File: config.mk
export PLATFORM = sky130hd
export DESIGN_NAME = pc_sequencer_flat
export DESIGN_NICKNAME = d
export VERILOG_FILES = /design/src/rtl/pc_sequencer_pkg.sv /design/src/rtl/pc_sequencer_if.sv /design/src/rtl/pc_sequencer_mpc.sv /design/src/rtl/pc_sequencer.sv /design/src/flat_wrapper.sv
export SDC_FILE = /design/constraint.sdc
export NUM_CORES = 1
export LEC_CHECK = 0
export ABC_CLOCK_PERIOD_IN_PS = 4700
export BUFFER_PORTS_ARGS = -buffer_cell sky130_fd_sc_hd__buf_2
export CORE_MARGIN = 5
export CORE_UTILIZATION = 30
export CTS_CLUSTER_DIAMETER = 150
export DETAILED_ROUTE_END_ITERATION = 8
export GPL_ROUTABILITY_DRIVEN = 0
export PLACE_DENSITY = 0.53
export SLEW_MARGIN = 20
export SYNTH_ARGS = -nofsm -noshare
export SYNTH_HDL_FRONTEND = slang
export SYNTH_SLANG_ARGS = --single-unit
File: constraint.sdc
create_clock -name clk -period 4.7 [get_ports clk]
set_input_delay 1.175 -clock clk [delete_from_list [all_inputs] [get_ports clk]]
set_output_delay 1.175 -clock clk [all_outputs]
set_load 0.03 [all_outputs]
File: src/rtl/pc_sequencer_pkg.sv
// rtl/pc_sequencer_pkg.sv - shared widths, state encodings and target arithmetic for the next-PC sequencer
package pc_sequencer_pkg;

  localparam int PC_W = 16;
  localparam logic [PC_W-1:0] RESET_VECTOR_DEF = 16'h0000;

  typedef enum logic [1:0] {
    ST_RUN   = 2'd0,
    ST_PEND  = 2'd1,
    ST_FLUSH = 2'd2,
    ST_HALT  = 2'd3
  } seq_state_t;

  // Branch offsets are relative to the instruction after the branch; wraps mod 2^16.
  function automatic logic [PC_W-1:0] branch_target(input logic [PC_W-1:0] br_pc,
                                                   input logic [PC_W-1:0] inc,
                                                   input logic [PC_W-1:0] offset);
    return br_pc + inc + offset;
  endfunction

endpackage

File: src/rtl/pc_sequencer_if.sv
// rtl/pc_sequencer_if.sv - redirect sources in, fetch PC and pipeline control out
interface pc_sequencer_if;
  import pc_sequencer_pkg::*;

  logic            stall;
  logic            jump_req;
  logic [PC_W-1:0] jump_target;
  logic            br_req;
  logic            br_taken;
  logic [PC_W-1:0] br_pc;
  logic [PC_W-1:0] br_offset;
  logic            halt_req;
  logic            resume;

  logic [PC_W-1:0] pc;
  logic [PC_W-1:0] pc_plus;
  logic [PC_W-1:0] pc_target;
  logic            choice;
  logic            fetch_valid;
  logic            flush;
  logic            halted;

  modport master (
    output stall, jump_req, jump_target, br_req, br_taken, br_pc, br_offset, halt_req, resume,
    input  pc, pc_plus, pc_target, choice, fetch_valid, flush, halted
  );

  modport slave (
    input  stall, jump_req, jump_target, br_req, br_taken, br_pc, br_offset, halt_req, resume,
    output pc, pc_plus, pc_target, choice, fetch_valid, flush, halted
  );

endinterface

File: src/rtl/pc_sequencer_mpc.sv
// rtl/pc_sequencer_mpc.sv - two-way PC mux: sequential (pcp) or redirect (pcj)
module pc_sequencer_mpc #(
  parameter int W = 16
) (
  input  logic [W-1:0] pcp,
  input  logic [W-1:0] pcj,
  input  logic         choice,
  output logic [W-1:0] out
);

  assign out = choice ? pcj : pcp;

endmodule

File: src/rtl/pc_sequencer.sv
// rtl/pc_sequencer.sv - PC register, redirect arbitration, stall/pending, flush and halt control
module pc_sequencer
  import pc_sequencer_pkg::*;
#(
  parameter logic [PC_W-1:0] RESET_VECTOR = RESET_VECTOR_DEF,
  parameter logic [PC_W-1:0] PC_INC       = 16'd1,
  parameter int              FLUSH_CYCLES = 2
) (
  input  logic           clk,
  input  logic           rst_n,
  pc_sequencer_if.slave  bus
);

  localparam logic [1:0] FLUSH_LOAD = 2'(FLUSH_CYCLES);
  localparam seq_state_t AFTER_REDIR = (FLUSH_CYCLES != 0) ? ST_FLUSH : ST_RUN;

  seq_state_t      state_q, state_d;
  logic [PC_W-1:0] pc_q;
  logic [PC_W-1:0] pend_q, pend_d;
  logic [1:0]      cnt_q, cnt_d;
  logic            pc_load;

  logic            br_win;
  logic            redir;
  logic [PC_W-1:0] redir_tgt;
  logic [PC_W-1:0] pc_plus;
  logic [PC_W-1:0] pc_target;
  logic [PC_W-1:0] pc_next;
  logic            choice;
  logic            flush;
  logic            halted;
  logic            fetch_valid;

  // The branch is older than the jump in decode, so it wins a same-cycle conflict.
  assign br_win    = bus.br_req && bus.br_taken;
  assign redir     = br_win || bus.jump_req;
  assign redir_tgt = br_win ? branch_target(bus.br_pc, PC_INC, bus.br_offset) : bus.jump_target;
  assign pc_plus   = pc_q + PC_INC;

  pc_sequencer_mpc #(.W(PC_W)) u_mpc (
    .pcp    (pc_plus),
    .pcj    (pc_target),
    .choice (choice),
    .out    (pc_next)
  );

  always_ff @(posedge clk or negedge rst_n) begin
    if (!rst_n) begin
      state_q <= ST_RUN;
      pc_q    <= RESET_VECTOR;
      pend_q  <= '0;
      cnt_q   <= '0;
    end else begin
      state_q <= state_d;
      pend_q  <= pend_d;
      cnt_q   <= cnt_d;
      if (pc_load) begin
        pc_q <= pc_next;
      end
    end
  end

  always_comb begin
    state_d = state_q;
    pend_d  = pend_q;
    cnt_d   = cnt_q;
    pc_load = 1'b0;
    case (state_q)
      ST_RUN: begin
        if (redir) begin
          if (bus.stall) begin
            pend_d  = redir_tgt;
            state_d = ST_PEND;
          end else begin
            pc_load = 1'b1;
            cnt_d   = FLUSH_LOAD;
            state_d = AFTER_REDIR;
          end
        end else if (bus.halt_req && !bus.stall) begin
          state_d = ST_HALT;
        end else begin
          pc_load = !bus.stall;
        end
      end
      ST_PEND: begin
        if (redir) begin
          pend_d = redir_tgt;
        end
        if (!bus.stall) begin
          pc_load = 1'b1;
          pend_d  = '0;
          cnt_d   = FLUSH_LOAD;
          state_d = AFTER_REDIR;
        end
      end
      ST_FLUSH: begin
        // Requests here come from squashed instructions and are dropped.
        pc_load = !bus.stall;
        cnt_d   = (cnt_q != 2'd0) ? cnt_q - 2'd1 : 2'd0;
        if (cnt_q <= 2'd1) begin
          state_d = ST_RUN;
        end
      end
      ST_HALT: begin
        if (bus.resume) begin
          pc_load = 1'b1;
          state_d = ST_RUN;
        end
      end
      default: state_d = ST_RUN;
    endcase
  end

  always_comb begin
    choice    = 1'b0;
    pc_target = '0;
    flush     = 1'b0;
    halted    = 1'b0;
    case (state_q)
      ST_RUN: begin
        if (redir) begin
          pc_target = redir_tgt;
        end
        choice = redir && !bus.stall;
      end
      ST_PEND: begin
        pc_target = redir ? redir_tgt : pend_q;
        choice    = !bus.stall;
      end
      ST_FLUSH: flush  = 1'b1;
      ST_HALT:  halted = 1'b1;
      default: ;
    endcase
    fetch_valid = !bus.stall && (state_q != ST_HALT) && (state_q != ST_PEND);
  end

  assign bus.pc          = pc_q;
  assign bus.pc_plus     = pc_plus;
  assign bus.pc_target   = pc_target;
  assign bus.choice      = choice;
  assign bus.fetch_valid = fetch_valid;
  assign bus.flush       = flush;
  assign bus.halted      = halted;

endmodule

File: src/flat_wrapper.sv
// flat-port wrapper written by rule: the top's interface ports become plain ports
module pc_sequencer_flat import pc_sequencer_pkg::*;
#(
  parameter logic [PC_W-1:0] RESET_VECTOR = RESET_VECTOR_DEF,
  parameter logic [PC_W-1:0] PC_INC       = 16'd1,
  parameter int              FLUSH_CYCLES = 2
)
  (clk, rst_n, bus_stall, bus_jump_req, bus_jump_target, bus_br_req, bus_br_taken, bus_br_pc, bus_br_offset, bus_halt_req, bus_resume, bus_pc, bus_pc_plus, bus_pc_target, bus_choice, bus_fetch_valid, bus_flush, bus_halted);
  pc_sequencer_if bus_i ();
  input  logic clk;
  input  logic rst_n;
  input wire logic [$bits(bus_i.stall)-1:0] bus_stall;
  input wire logic [$bits(bus_i.jump_req)-1:0] bus_jump_req;
  input wire logic [$bits(bus_i.jump_target)-1:0] bus_jump_target;
  input wire logic [$bits(bus_i.br_req)-1:0] bus_br_req;
  input wire logic [$bits(bus_i.br_taken)-1:0] bus_br_taken;
  input wire logic [$bits(bus_i.br_pc)-1:0] bus_br_pc;
  input wire logic [$bits(bus_i.br_offset)-1:0] bus_br_offset;
  input wire logic [$bits(bus_i.halt_req)-1:0] bus_halt_req;
  input wire logic [$bits(bus_i.resume)-1:0] bus_resume;
  output wire logic [$bits(bus_i.pc)-1:0] bus_pc;
  output wire logic [$bits(bus_i.pc_plus)-1:0] bus_pc_plus;
  output wire logic [$bits(bus_i.pc_target)-1:0] bus_pc_target;
  output wire logic [$bits(bus_i.choice)-1:0] bus_choice;
  output wire logic [$bits(bus_i.fetch_valid)-1:0] bus_fetch_valid;
  output wire logic [$bits(bus_i.flush)-1:0] bus_flush;
  output wire logic [$bits(bus_i.halted)-1:0] bus_halted;
  assign bus_i.stall = bus_stall;
  assign bus_i.jump_req = bus_jump_req;
  assign bus_i.jump_target = bus_jump_target;
  assign bus_i.br_req = bus_br_req;
  assign bus_i.br_taken = bus_br_taken;
  assign bus_i.br_pc = bus_br_pc;
  assign bus_i.br_offset = bus_br_offset;
  assign bus_i.halt_req = bus_halt_req;
  assign bus_i.resume = bus_resume;
  assign bus_pc = bus_i.pc;
  assign bus_pc_plus = bus_i.pc_plus;
  assign bus_pc_target = bus_i.pc_target;
  assign bus_choice = bus_i.choice;
  assign bus_fetch_valid = bus_i.fetch_valid;
  assign bus_flush = bus_i.flush;
  assign bus_halted = bus_i.halted;
  pc_sequencer #(.RESET_VECTOR(RESET_VECTOR), .PC_INC(PC_INC), .FLUSH_CYCLES(FLUSH_CYCLES)) u_core (.clk(clk), .rst_n(rst_n), .bus(bus_i));
endmodule
* After elaboration in Yosys (flattened, before gate mapping)
Cells that the tools add are included.
** Word-level totals
- Flip-flop bits (word level) :: 36
- Output and inout port bits :: 52
- Input port bits :: 56
- Logic and storage cells :: 62
** Operators by class
- Add/sub/neg operators :: 4
- Muxes and demuxes :: 28
- Reduce and logical (&&, ||, !) cells :: 14
- Order comparisons :: 1
- Equal/unequal tests :: 11
** Operator list (number)
- two-way mux 16 bit :: 7
- one-hot mux 16 bit (2 select lines) :: 2
- adder 16 x 1 -> 16 bit, second input constant :: 2
- two-way mux 2 bit :: 9
- adder 16 bit :: 1
- != test 2 bit, second input constant :: 4
- one-hot mux 2 bit (4 select lines) :: 1
- two-way mux 1 bit :: 6
- != test 2 x 1 -> 1 bit, second input constant :: 3
- one-hot mux 2 bit (3 select lines) :: 1
- logical AND 1 bit :: 5
- == test 2 bit, second input constant :: 2
- one-hot mux 1 bit (4 select lines) :: 1
- AND reduction 4 bit :: 1
- nonzero test 2 bit :: 2
- != test 3 x 1 -> 1 bit, second input constant :: 1
- AND reduction 3 bit :: 1
- nonzero test 3 bit :: 1
- == test 2 x 1 -> 1 bit, second input constant :: 1
- <= comparator 2 x 1 -> 1 bit, second input constant :: 1
- logical NOT 2 bit :: 1
- one-hot mux 1 bit (2 select lines) :: 1
- AND reduction 2 bit :: 1
- subtractor 2 x 1 -> 2 bit, second input constant :: 1
- other kinds (2) :: 2

* Depth between registers and ports, before layout
- Word-level depth :: 6
- Mapped depth :: 10
- Mapped depth without buffers :: 10

* Hierarchy
From an unflattened synthesis, not the netlist that was laid out.
** Second synthesis, totals
- Cell total of the unflattened synthesis :: 372
- Area, all modules :: 3369.5 um^2
** By module, submodules not included
- pc_sequencer :: sequential area each 900.9 um^2, instances 1, area an instance 3120.5 um^2, cells an instance 354
- pc_sequencer_mpc :: sequential area each 0.0 um^2, instances 1, area an instance 249.0 um^2, cells an instance 18

* Worst setup path after synthesis
Ideal clock, no wire load.
- Path kind :: input -> output
- Start point :: input bus_br_offset[7]
- End point :: output bus_pc_target[9]
- Data required time :: 3.525 ns
- Slack :: -0.334 ns
- Stages :: 7
- Arrival time :: 3.859 ns
- Buffers on the path :: 1
- Cell sequence :: ha_1 -> clkbuf_1 -> nand2_1 -> a2111o_1 -> nand3_1 -> xnor2_1 -> a2111oi_0
** On the way
- Word-level cells in the longest chain between the ends :: 4
- Elaborated cells between the ends (all ways) :: 5
- Those cells by class :: add/sub (1); mux (4)
** RTL lines
- from (decl) :: RTL line flat_wrapper.sv:18 : input wire logic [$bits(bus_i.br_offset)-1:0] bus_br_offset;
- adder 16 bit * :: RTL line pc_sequencer_pkg.sv:18 : return br_pc + inc + offset;
- two-way mux 16 bit * :: RTL line pc_sequencer.sv:37 : assign redir_tgt = br_win ? branch_target(bus.br_pc, PC_INC, bus.br_offset) : bus.jump_target;
- two-way mux 16 bit (on tied branches)
- one-hot mux 16 bit (2 select lines) * :: RTL line pc_sequencer.sv:119 : case (state_q)
- to (decl) :: RTL line flat_wrapper.sv:23 : output wire logic [$bits(bus_i.pc_target)-1:0] bus_pc_target;
Every way passes the cells marked *; elsewhere a longest branch is shown, timed or not.

* Worst setup path in the final report
- Start point :: input bus_br_offset[0]
- End point :: output bus_pc_target[14]
The elaborated chain is that of the path after synthesis.

==> flow_summary.rst <==
.. list-table::
   :header-rows: 1

   * - Metric
     - Value
   * - Detailed-route vias per instance
     - 5.36
   * - Placed Cells
     - 637
   * - Via count of the first global-routing pass
     - 3286
   * - Die Footprint
     - 0.0128 mm²
   * - Static power due to leakage
     - 1.90 nW
   * - Initial antenna violation count
     - 0
   * - Detailed-route wire length per cell
     - 16.4 µm
   * - Arrival @ worst endpoint
     - 3.40 ns
   * - Routed vias
     - 3453
   * - Root Buffer Master
     - clkbuf_8
   * - Flop and latch count out of synthesis
     - 36
   * - Dpl hpwl
     - 8290 µm
   * - Total global-route track usage
     - 0.162
   * - Final layout net count
     - 581
   * - Wire length of the first global-routing pass
     - 17100 µm
   * - I/O pin count
     - 108
   * - Master of the slowest instance on the critical path
     - or3_4
   * - Num rows
     - 37
   * - Fraction of registers with async set/reset
     - 1.00
   * - Wire length reported by the detailed router
     - 10500 µm
   * - Setup Buffers After CTS
     - 0
   * - Crit share post-route
     - 0.974
   * - Worst setup margin
     - 0.124 ns
   * - Total number of clock tree sinks
     - 36
   * - Commonest non-fill, non-tap cells in the layout
     - buf_2, nand2_1, o21ai_0
   * - Worst-path cell chain
     - buf_2, inv_1, ha_2, inv_1, fa_2, a21o_1, a221o_1, a31o_1, or3_4, nand2_2, a211oi_2, buf_4
   * - Stage delay of the slowest cell on the critical path
     - 0.38 ns
   * - Overflow left after global routing
     - 0
   * - Launching element type of the critical path
     - primary input
   * - Maximum clock frequency
     - 219 MHz
   * - Hold bufs inserted after CTS
     - 0
   * - Effective utilization at floorplan
     - 0.308
   * - Top_reg_cell synth
     - dfrtp_1
   * - Crit. End Element
     - primary output
   * - Minimum period implied by the final worst setup slack
     - 4.58 ns
   * - Headroom to the max-slew limit
     - 0.285
   * - Portion of synthesized cell area occupied by the leading cell type
     - 0.282
   * - Count of synthesis-stage warnings from yosys
     - 0
   * - Post-synth EDFFs
     - 0
   * - Horiz. Die Dim
     - 113 µm
   * - Core area
     - 0.0104 mm²
   * - Post-synthesis cell type with the largest combined area
     - dfrtp_1
   * - Largest net degree at the start of global routing
     - 37
   * - Final clock skew
     - 0.00700 ns
   * - Worst setup path class
     - primary input to primary output
   * - Clock buffer count from CTS
     - 5
   * - Avg Cell Area, Syn
     - 7.84 µm²
   * - Non-Filler Instances
     - 644
   * - Drt initial violations
     - 211
   * - DIE HEIGHT
     - 113 µm
   * - Critical Path Fanout Max
     - 3
   * - Slew at the pin with the worst max-slew slack
     - 1.06 ns
   * - Sequential cell area fraction in the yosys report
     - 0.282
   * - Number of detailed-route iterations in the first pass
     - 5
   * - Count of filler cells inserted in the layout
     - 1106
   * - Count of maximum capacitance violations
     - 0
   * - Insertion delay to the later sink of the worst-skew pair
     - 0.29 ns
   * - Post-synthesis instance area
     - 0.00320 mm²
   * - DRC violation count after routing
     - 0
   * - Cell occurring most often along the worst timing path
     - inv_1
   * - Ratio of total power to cell area
     - 557 mW/mm²
   * - # diodes
     - 0
   * - Final hold violation count
     - 0
   * - Status
     - completed
   * - H-tree depth
     - 2
   * - Synth Instances
     - 408
   * - Setup_tns
     - 0 ns
   * - Highest ir drop seen on vdd
     - 0.269 mV
   * - Leading cell type in the layout, fill and taps excluded
     - buf_2
   * - Number of library cell types mapped by synthesis
     - 61
   * - Final-report max-slew violation count
     - 0
   * - RSZ-0062 raised after global routing
     - false
   * - Fraction of final layout cells sized beyond drive strength 1
     - 0.280
   * - TritonCTS clock tree
     - yes
   * - Dominant cells by area after synthesis
     - dfrtp_1, o21ai_0, ha_1, a21oi_1, nand2_1
   * - Required time of the worst setup path
     - 3.52 ns
   * - # port buffers
     - 107
   * - Register clock-pin slew on the reported worst setup and hold paths
     - 0.07 ns
   * - Syn nets
     - 481
   * - Post-Place Worst Slack
     - -0.106 ns
   * - Final setup viols
     - 0
   * - Residual antenna-violating net count after detailed routing
     - 0
   * - Maximum buffer depth of the clock tree
     - 2
   * - Area delta synth->final
     - 25.5%
   * - Hold Path Class
     - flip-flop to flip-flop
==> synth_stat cells (2+ instances only) <==
master and instances:
a211oi_1 6, a21boi_0 4, a21o_1 6, a21oi_1 36
a221oi_1 6, a22oi_1 7, a31oi_1 8, a32oi_1 5
and2_1 4, and3_1 6, and4_1 3, buf_2 6
clkbuf_1 18, dfrtp_1 36, ha_1 16, inv_1 9
mux2_2 2, mux2i_1 10, nand2_1 46, nand3_1 12
nand3b_1 2, nand4_1 7, nor2_1 36, nor2b_1 3
nor3_1 4, nor3b_1 3, nor4_1 2, o21ai_0 44
o22a_1 3, o311ai_0 2, or3_1 4, xnor2_1 12
xor2_1 12
==> report_power, final <==
part | total [mW] | switching [mW] | internal, mW
Combinational | 1.35 | 0.912 | 0.439
Sequential | 0.641 | 0.187 | 0.454
Clock | 0.243 | 0.112 | 0.131
Total | 2.24 | 1.21 | 1.02
==> worst max-delay path: cells and delay by family <==
family,cells,cell delay (ns)
fa+ha+maj,2,0.51
simple gates,2,0.47
compound gates,4,0.84
buf+inv,4,0.41
==> flip-flops by register name, indices dropped and copies added (netlist names) <==
| signal | cells |
|---|---|
| u_core.bus.pc | 16 |
| u_core.cnt_q | 2 |
| u_core.pend_q | 16 |
| u_core.state_q | 2 |
==> kinds of logic (layout without fill, tap and decap cells) <==
logic type | after synthesis | in the layout | synth area share
mux | 12 | 12 | 0.0383
fa+ha+maj | 17 | 17 | 0.0689
simple gates | 136 | 136 | 0.202
buf+inv | 35 | 135 | 0.0438
xor+xnor | 24 | 24 | 0.0657
compound gates | 148 | 148 | 0.300
flops | 36 | 36 | 0.282
==> per-stage QoR <==
step	power [mW]	util	instance area, µm²	hold WS, ns
after CTS	2.24	0.385	3990	0.488
after floorplan	1.57	-	3200	0.446
final	2.24	0.387	4010	0.484
after global routing	2.41	0.387	4010	0.522
after global placement	1.97	0.375	3890	0.458
after detailed placement	1.99	0.375	3890	0.471
==> what timing repair did <==
action                                  4_1_cts  5_1_grt
pin swaps                                     0        4
gates resized for setup                       2        7
gates cloned                                  0        0
endpoints found under the setup margin        1        4
==> cell type report <==
class	instances	area, µm²	share of cell area
clock buffer	7	96.3	0.0240
inverter	9	33.8	0.00842
multi-input combinational	337	2180	0.544
sequential	36	901	0.224
tap	136	170	0.0424
timing repair buffer	119	631	0.157
==> layer usage <==
layer,GRT usage,vias to the layer above,share of wire
met4,0.0329,0,0.0057
li1,-,1711,-
met1,0.236,1615,0.50
met5,0,-,0
met3,0.0283,4,0.066
met2,0.250,123,0.43
==> final timing paths <==
kind,startpoint,to,slack (ns),depth (start not counted)
worst min-delay path,u_core.pend_q[4],u_core.pend_q[4],0.48,2
min in group asynchronous,rst_n,u_core.bus.pc[1],1.01,1
worst min register to register,u_core.pend_q[4],u_core.pend_q[4],0.48,2
worst max-delay path,bus_br_offset[0],bus_pc_target[14],0.12,12
max in group asynchronous,rst_n,u_core.bus.pc[15],3.14,1
worst max register to register,u_core.state_q[1],u_core.bus.pc[13],2.19,6
(Power assumes the default switching activity.)
